## src/rtl/l1_trigger_decision.sv

```systemverilog
// l1_trigger_decision: L1 output neuron, threshold and dead-time control.
// ReLU + weighted sum + bias -> score; strict threshold -> accept pulse.
//
// Ports:
//   clk, rst           clock, synchronous active-high reset
//   in_valid           n1_in..n3_in carry a sample this cycle
//   n1_in..n3_in       signed 16-bit hidden-neuron outputs
//   score_out          signed 26-bit score (holds when no new sample)
//   score_valid        score_out updated this cycle
//   trigger_out        one-cycle accept pulse
//   dead_busy          dead time in progress
//   trig_count         accepts, saturating
//   veto_count         over-threshold scores lost to dead time, saturating
module l1_trigger_decision #(
  parameter logic signed [7:0]  W1       = 8'sd3,
  parameter logic signed [7:0]  W2       = 8'sd2,
  parameter logic signed [7:0]  W3       = 8'sd1,
  parameter logic signed [25:0] BIAS     = -26'sd100,
  parameter logic signed [25:0] THRESH   = 26'sd500,
  parameter int unsigned        DEADTIME = 4
) (
  input  logic               clk,
  input  logic               rst,
  input  logic               in_valid,
  input  logic signed [15:0] n1_in,
  input  logic signed [15:0] n2_in,
  input  logic signed [15:0] n3_in,
  output logic signed [25:0] score_out,
  output logic               score_valid,
  output logic               trigger_out,
  output logic               dead_busy,
  output logic [15:0]        trig_count,
  output logic [15:0]        veto_count
);

  typedef enum logic [1:0] {
    IDLE,
    FIRE,
    DEAD
  } state_t;

  localparam logic [7:0] DT = 8'(DEADTIME);

  state_t state;
  logic [7:0] dcnt;

  logic signed [15:0] r1, r2, r3;
  logic signed [23:0] r1x, r2x, r3x;
  logic signed [23:0] w1x, w2x, w3x;
  logic signed [23:0] p1_d, p2_d, p3_d;
  logic signed [23:0] p1, p2, p3;
  logic               v1;
  logic signed [25:0] score_d;

  logic hit;
  logic fire;
  logic veto;

  // ReLU; the clipped value is never negative, so zero-extend it
  assign r1 = n1_in[15] ? 16'sd0 : n1_in;
  assign r2 = n2_in[15] ? 16'sd0 : n2_in;
  assign r3 = n3_in[15] ? 16'sd0 : n3_in;

  assign r1x = {8'd0, r1};
  assign r2x = {8'd0, r2};
  assign r3x = {8'd0, r3};

  assign w1x = {{16{W1[7]}}, W1};
  assign w2x = {{16{W2[7]}}, W2};
  assign w3x = {{16{W3[7]}}, W3};

  assign p1_d = r1x * w1x;
  assign p2_d = r2x * w2x;
  assign p3_d = r3x * w3x;

  assign score_d = {{2{p1[23]}}, p1}
                 + {{2{p2[23]}}, p2}
                 + {{2{p3[23]}}, p3}
                 + BIAS;

  always_ff @(posedge clk) begin
    if (rst) begin
      p1 <= '0;
      p2 <= '0;
      p3 <= '0;
      v1 <= 1'b0;
    end else begin
      p1 <= p1_d;
      p2 <= p2_d;
      p3 <= p3_d;
      v1 <= in_valid;
    end
  end

  always_ff @(posedge clk) begin
    if (rst) begin
      score_out   <= '0;
      score_valid <= 1'b0;
    end else begin
      score_valid <= v1;
      if (v1) begin
        score_out <= score_d;
      end
    end
  end

  assign hit = score_valid && (score_out > THRESH);

  // fire: next cycle is an accept; veto: a hit swallowed by dead time
  always_comb begin
    fire = 1'b0;
    veto = 1'b0;
    unique case (state)
      IDLE: fire = hit;
      FIRE: begin
        fire = hit && (DT == 8'd0);
        veto = hit && (DT != 8'd0);
      end
      DEAD: veto = hit;
      default: begin
        fire = 1'b0;
        veto = 1'b0;
      end
    endcase
  end

  always_ff @(posedge clk) begin
    if (rst) begin
      state       <= IDLE;
      dcnt        <= '0;
      trigger_out <= 1'b0;
      dead_busy   <= 1'b0;
    end else begin
      trigger_out <= fire;
      unique case (state)
        IDLE: begin
          if (fire) begin
            state <= FIRE;
          end
        end
        FIRE: begin
          if (DT == 8'd0) begin
            state <= fire ? FIRE : IDLE;
          end else begin
            dcnt      <= DT;
            dead_busy <= 1'b1;
            state     <= DEAD;
          end
        end
        DEAD: begin
          dcnt <= dcnt - 8'd1;
          if (dcnt == 8'd1) begin
            dead_busy <= 1'b0;
            state     <= IDLE;
          end
        end
        default: begin
          dead_busy <= 1'b0;
          state     <= IDLE;
        end
      endcase
    end
  end

  // counters are rewritten every cycle and stick at all-ones
  always_ff @(posedge clk) begin
    if (rst) begin
      trig_count <= '0;
      veto_count <= '0;
    end else begin
      trig_count <= (fire && trig_count != 16'hFFFF)
                  ? trig_count + 16'd1 : trig_count;
      veto_count <= (veto && veto_count != 16'hFFFF)
                  ? veto_count + 16'd1 : veto_count;
    end
  end

endmodule

```

## config.mk

```make
export PLATFORM = sky130hd
export DESIGN_NAME = l1_trigger_decision
export DESIGN_NICKNAME = d
export VERILOG_FILES = /design/src/rtl/l1_trigger_decision.sv
export SDC_FILE = /design/constraint.sdc
export NUM_CORES = 1
export LEC_CHECK = 0
export BUFFER_PORTS_ARGS = -buffer_cell sky130_fd_sc_hd__buf_2
export CORE_ASPECT_RATIO = 1.4
export CORE_UTILIZATION = 45
export DETAILED_ROUTE_END_ITERATION = 16
export PLACE_DENSITY_LB_ADDON = 0.3
export SYNTH_ARGS = -nofsm -noshare
export SYNTH_HDL_FRONTEND = slang
export SYNTH_SLANG_ARGS = --single-unit
export TNS_END_PERCENT = 1
```

## constraint.sdc

```tcl
create_clock -name clk -period 4.1 [get_ports clk]
set_clock_uncertainty 0.2 [all_clocks]
set_input_delay 0.82 -clock clk [delete_from_list [all_inputs] [get_ports clk]]
set_output_delay 0.82 -clock clk [all_outputs]
set_load 0.05 [all_outputs]
```

# Yosys cells after proc, flatten, opt, wreduce, memory -nomap -nowiden
# Cells that the tools add are included.
# word_totals
reg_bits	121
in_bits	51
out_inout_bits	61
wordCells	49
# op_classes
n_addsub	6
n_mul	1
n_lt_le_gt_ge	1
n_eq_ne	7
mux	9
bitwise	1
n_reduce_logical	10
# ops
op	n
adder 16 x 1 -> 16 bit, second input constant	2
inequality test 16 bit, second input constant	2
adder 26 bit, second input constant	1
greater-than comparator 26 x 10 -> 1 bit, second input constant	1
adder 18 x 16 -> 19 bit	1
adder 17 x 17 -> 18 bit	1
multiplier 15 x 2 -> 17 bit, second input constant	1
one-hot mux 8 bit (2 select lines)	1
2-to-1 mux 15 bit	1
equality test 8 x 1 -> 1 bit, second input constant	1
subtractor 8 x 1 -> 8 bit, second input constant	1
one-hot mux 2 bit (3 select lines)	1
OR reduction 2 bit	3
2-to-1 mux 2 bit	2
inequality test 2 bit, second input constant	2
AND reduction 2 bit	2
logical AND 1 bit	3
2-to-1 mux 1 bit	3
one-hot mux 1 bit (3 select lines)	1
equality test 2 x 1 -> 1 bit, second input constant	1
equality test 2 bit, second input constant	1
logical NOT 2 bit	1
nonzero test 2 bit	1
inverter 1 bit	1

# Longest topological paths before layout
# logic_depth
ltp_word	5
ltp_mapped	14
depth_no_buf	14

# Worst setup path before layout
# Ideal clock, no wire load.
# synth_path
path_kind	flip-flop to flip-flop
start	register p1[1]
end	register score_out[16]
setup_time_ps	92
arrival_time_ps	3495
t_required_ps	3808
path_slack_ps	313
path_stages_with_launch	15
n_path_buf	0
synth_period_minus_slack_ps	3787
cell_sequence	dfxtp_1 > inv_1 > fa_1 > inv_1 > ha_1 > inv_1 > fa_1 > nor2b_1 > o2111ai_1 > a31oi_1 > xnor2_1 > o211ai_1 > or4_4 > o311a_1 > nor4_1
# synth_via
elab_chain_cells	3
# synth_rtl
item	line	rtl
start, declared	51	logic signed [23:0] p1, p2, p3;
start signal, assigned	88	p1 <= p1_d;
adder 17 x 17 -> 18 bit	77	+ {{2{p2[23]}}, p2}
adder 18 x 16 -> 19 bit	78	+ {{2{p3[23]}}, p3}
adder 26 bit	79	+ BIAS;
end signal, assigned	102	score_out <= score_d;
end, declared	28	output logic signed [25:0] score_out,
# Every way passes these cells.
# A chain may end at the register's enable or synchronous reset.

# Worst setup path in the final report
# Same ends and word-level chain as after synthesis.

==> flow_summary.ini <==
[global_routing]
grt_max_degree = 36
grt_first_pass_wirelength_um = 23100
antenna_found_initial = 1
grt.total_usage_pct = 20.0
grt_pass1_vias = 5186
grt_overflow = 0

[place]
io_buffers = 111
dp.cells = 997
hpwl_um = 10700
gp_congestion = 0.877

[layout]
instances_no_fill = 1030
utilization_pct = 55.9
layout-drive-gt1-share_pct = 20.3
final_nets = 940
n_fill_cell = 1317
area_growth_pct = 21.0

[clock_network]
insertion_delay_ns = 0.41
cts_tree = built
cts_max_level = 4
path_clk_slew_ns = 0.05
clk_path_buf_depth = 2
cts_buffers = 17
cts_root_buf = clkbuf_16
cts_setup_buffers = 0
clock_sinks = 119

[detailed_routing]
avgRoutedWirePerCell_um = 13.6
dr.pass1.iters = 4
wl_um = 14000
antenna_left = 0
num_vias = 5353
dr.first_iter.drc_count = 153
drc = 0
avgViaCountPerCell = 5.20

[hold_path]
hp-class = flip-flop to flip-flop

[synth]
synth.most_common_cell = dfxtp_1
ys_top_cells_by_count = 119 x dfxtp_1, 89 x nor2_1, 42 x ha_1
ys_ff_latch = 119
syn-cell-area_um2 = 6450
synthArstFlopShare_pct = 0
synth_nets = 823
syn_area_per_cell_um2 = 9.04
synth.area.top_cells = dfxtp_1 37%, ha_1 8.1%, nor2_1 5.2%
synth_seq_area_share_pct = 36.9
synth_edf_count = 0
synth_top_area_cell = dfxtp_1
synth_cells = 714
synth_cell_type_count = 69
ys.flop_type = dfxtp_1
synth-warning-count = 0
yosysTopAreaCellShare_pct = 36.9

[timing]
rsz0062_at_grt = yes
tightestPinTransition_ns = 0.819
post-route-period-util_pct = 99.2
fin_crit_ns = 4.07
max_slew_margin_pct = 45.2
setup_viol = 0
max_freq_ghz = 0.246
maxSlewViolCount = 0
hold_violations = 0

[critical_path]
crit_top_cell = inv_1
crit_path_max_fanout = 4
critPathArrivalTime_ns = 4.17
required_ns = 4.20
crit_slowest_cell = or4_4
cp-start-kind = flip-flop
critPathCaptureType = flip-flop
crit_chain = inv_1 -> fa_1 -> inv_1 -> ha_2 -> inv_1 -> fa_1 -> nor2b_1 -> o2111ai_2 -> a21boi_1 -> o21ai_0 -> xnor2_1 -> or4_4 -> o311a_1 -> nor4_1
critPathKind = flip-flop to flip-flop
cp_slowest_stage_delay_ns = 0.59

[die]
initial_utilization_pct = 46.2
fp.dieArea_um2 = 14800
num_rows = 51
die_y_um = 144
io_pins = 112
die_w_um = 103
coreArea_um2 = 14000

[pwr]
peakVddDrop_v = 0.000255
leakagePower_nw = 3.53
pwr_density_cell_nw_per_um2 = 419
total_power_mw = 3.27

[run]
drv_cap = 0

[run_status]
outcome = finished clean
## worst max-delay path, delay by kind of cell (launching register included)
kind | cells | cell delay [ns]
buffers and inverters | 3 | 0.18
AND/OR/NAND/NOR | 3 | 1.07
adder cells (fa/ha/maj) | 3 | 1.07
flip-flops | 1 | 0.30
AO/OA/AOI/OAI | 4 | 0.92
XOR/XNOR | 1 | 0.21
## cell families (layout without fill, tap and decap cells)
kind of cell / Yosys count / count (layout) / synth area share, %
compound gates: 125 / 125 / 13.6
fa+ha+maj: 58 / 58 / 13.1
other cells: 0 / 1 / 0
xor+xnor: 60 / 60 / 8.14
buf+inv: 49 / 179 / 2.99
mux: 8 / 8 / 1.26
flops: 119 / 119 / 36.9
simple gates: 295 / 295 / 24.0
## area by class of cell
cell class	instances	area [um2]	area share, %
Antenna cell	1	2.50	0.0321
Multi-Input combinational cell	546	3900	49.9
Clock buffer	21	460	5.90
Sequential cell	119	2380	30.5
Inverter	25	93.8	1.20
Tap cell	185	231	2.96
Clock inverter	11	100	1.28
Timing Repair Buffer	122	638	8.17
## cells in the final DEF (no fill, tap or decap), drive strengths merged, types with 24 or more instances in the layout
cell / n
xor2: 36
xnor2: 24
buf: 122
nand3: 24
dfxtp: 119
inv: 26
ha: 42
a21oi: 26
nand2: 32
and2: 32
nor2: 89
nor2b: 28
## metrics by stage
stage	hold WS (ns)	setup slack, ns	instance area, um2	setup TNS (ns)
after CTS	0.264	0.0659	7780	0
after detailed placement	0.251	0.0965	7220	0
after floorplan	0.269	0.313	6450	0
after global routing	0.278	-0.121	7810	-0.166
final	0.261	0.0312	7810	0
after global placement	0.251	0.184	7220	0
## state kept, by name (all words and copies together), names as in the netlist
register and flops:
p2 15, v1 1, dead_busy 1, trigger_out 1, p3 15, score_valid 1, state 2, trig_count 16
veto_count 16, p1 17, score_out 26, dcnt 8
## power breakdown
part	internal (mW)	switching (mW)	leakage, nW
combinational	0.255	0.390	2.30
sequential	1.21	0.0371	0.971
clock	0.863	0.511	0.261
total	2.33	0.938	3.53
## timing repair
item                                    CTS  global route
gates resized for setup                   0             4
endpoints found under the setup margin    0             8
hold buffers                              0             0
## worst paths after layout
| check | start | cells after the start | endpoint | slack (ns) |
|---|---|---|---|---|
| setup / recovery | p1[1]$_SDFF_PP0_ | 14 | score_out[16]$_SDFFE_PP0P_ | 0.03 |
| hold / removal | score_out[25]$_SDFFE_PP0P_ | 1 | score_out[25]$_SDFFE_PP0P_ | 0.26 |
| setup reg to reg | p1[1]$_SDFF_PP0_ | 14 | score_out[16]$_SDFFE_PP0P_ | 0.03 |
| hold reg to reg | score_out[25]$_SDFFE_PP0P_ | 1 | score_out[25]$_SDFFE_PP0P_ | 0.26 |
## routing by layer
| metal | part of all wire, % | GRT usage, % | up-vias |
|---|---|---|---|
| met2 | 49 | 34.4 | 135 |
| met4 | 3.1 | 9.71 | 0 |
| met5 | 0 | 0 | - |
| met3 | 5.1 | 5.35 | 30 |
| li1 | - | - | 2740 |
| met1 | 43 | 22.5 | 2448 |
Note: power is estimated with default switching activity, not from simulation.
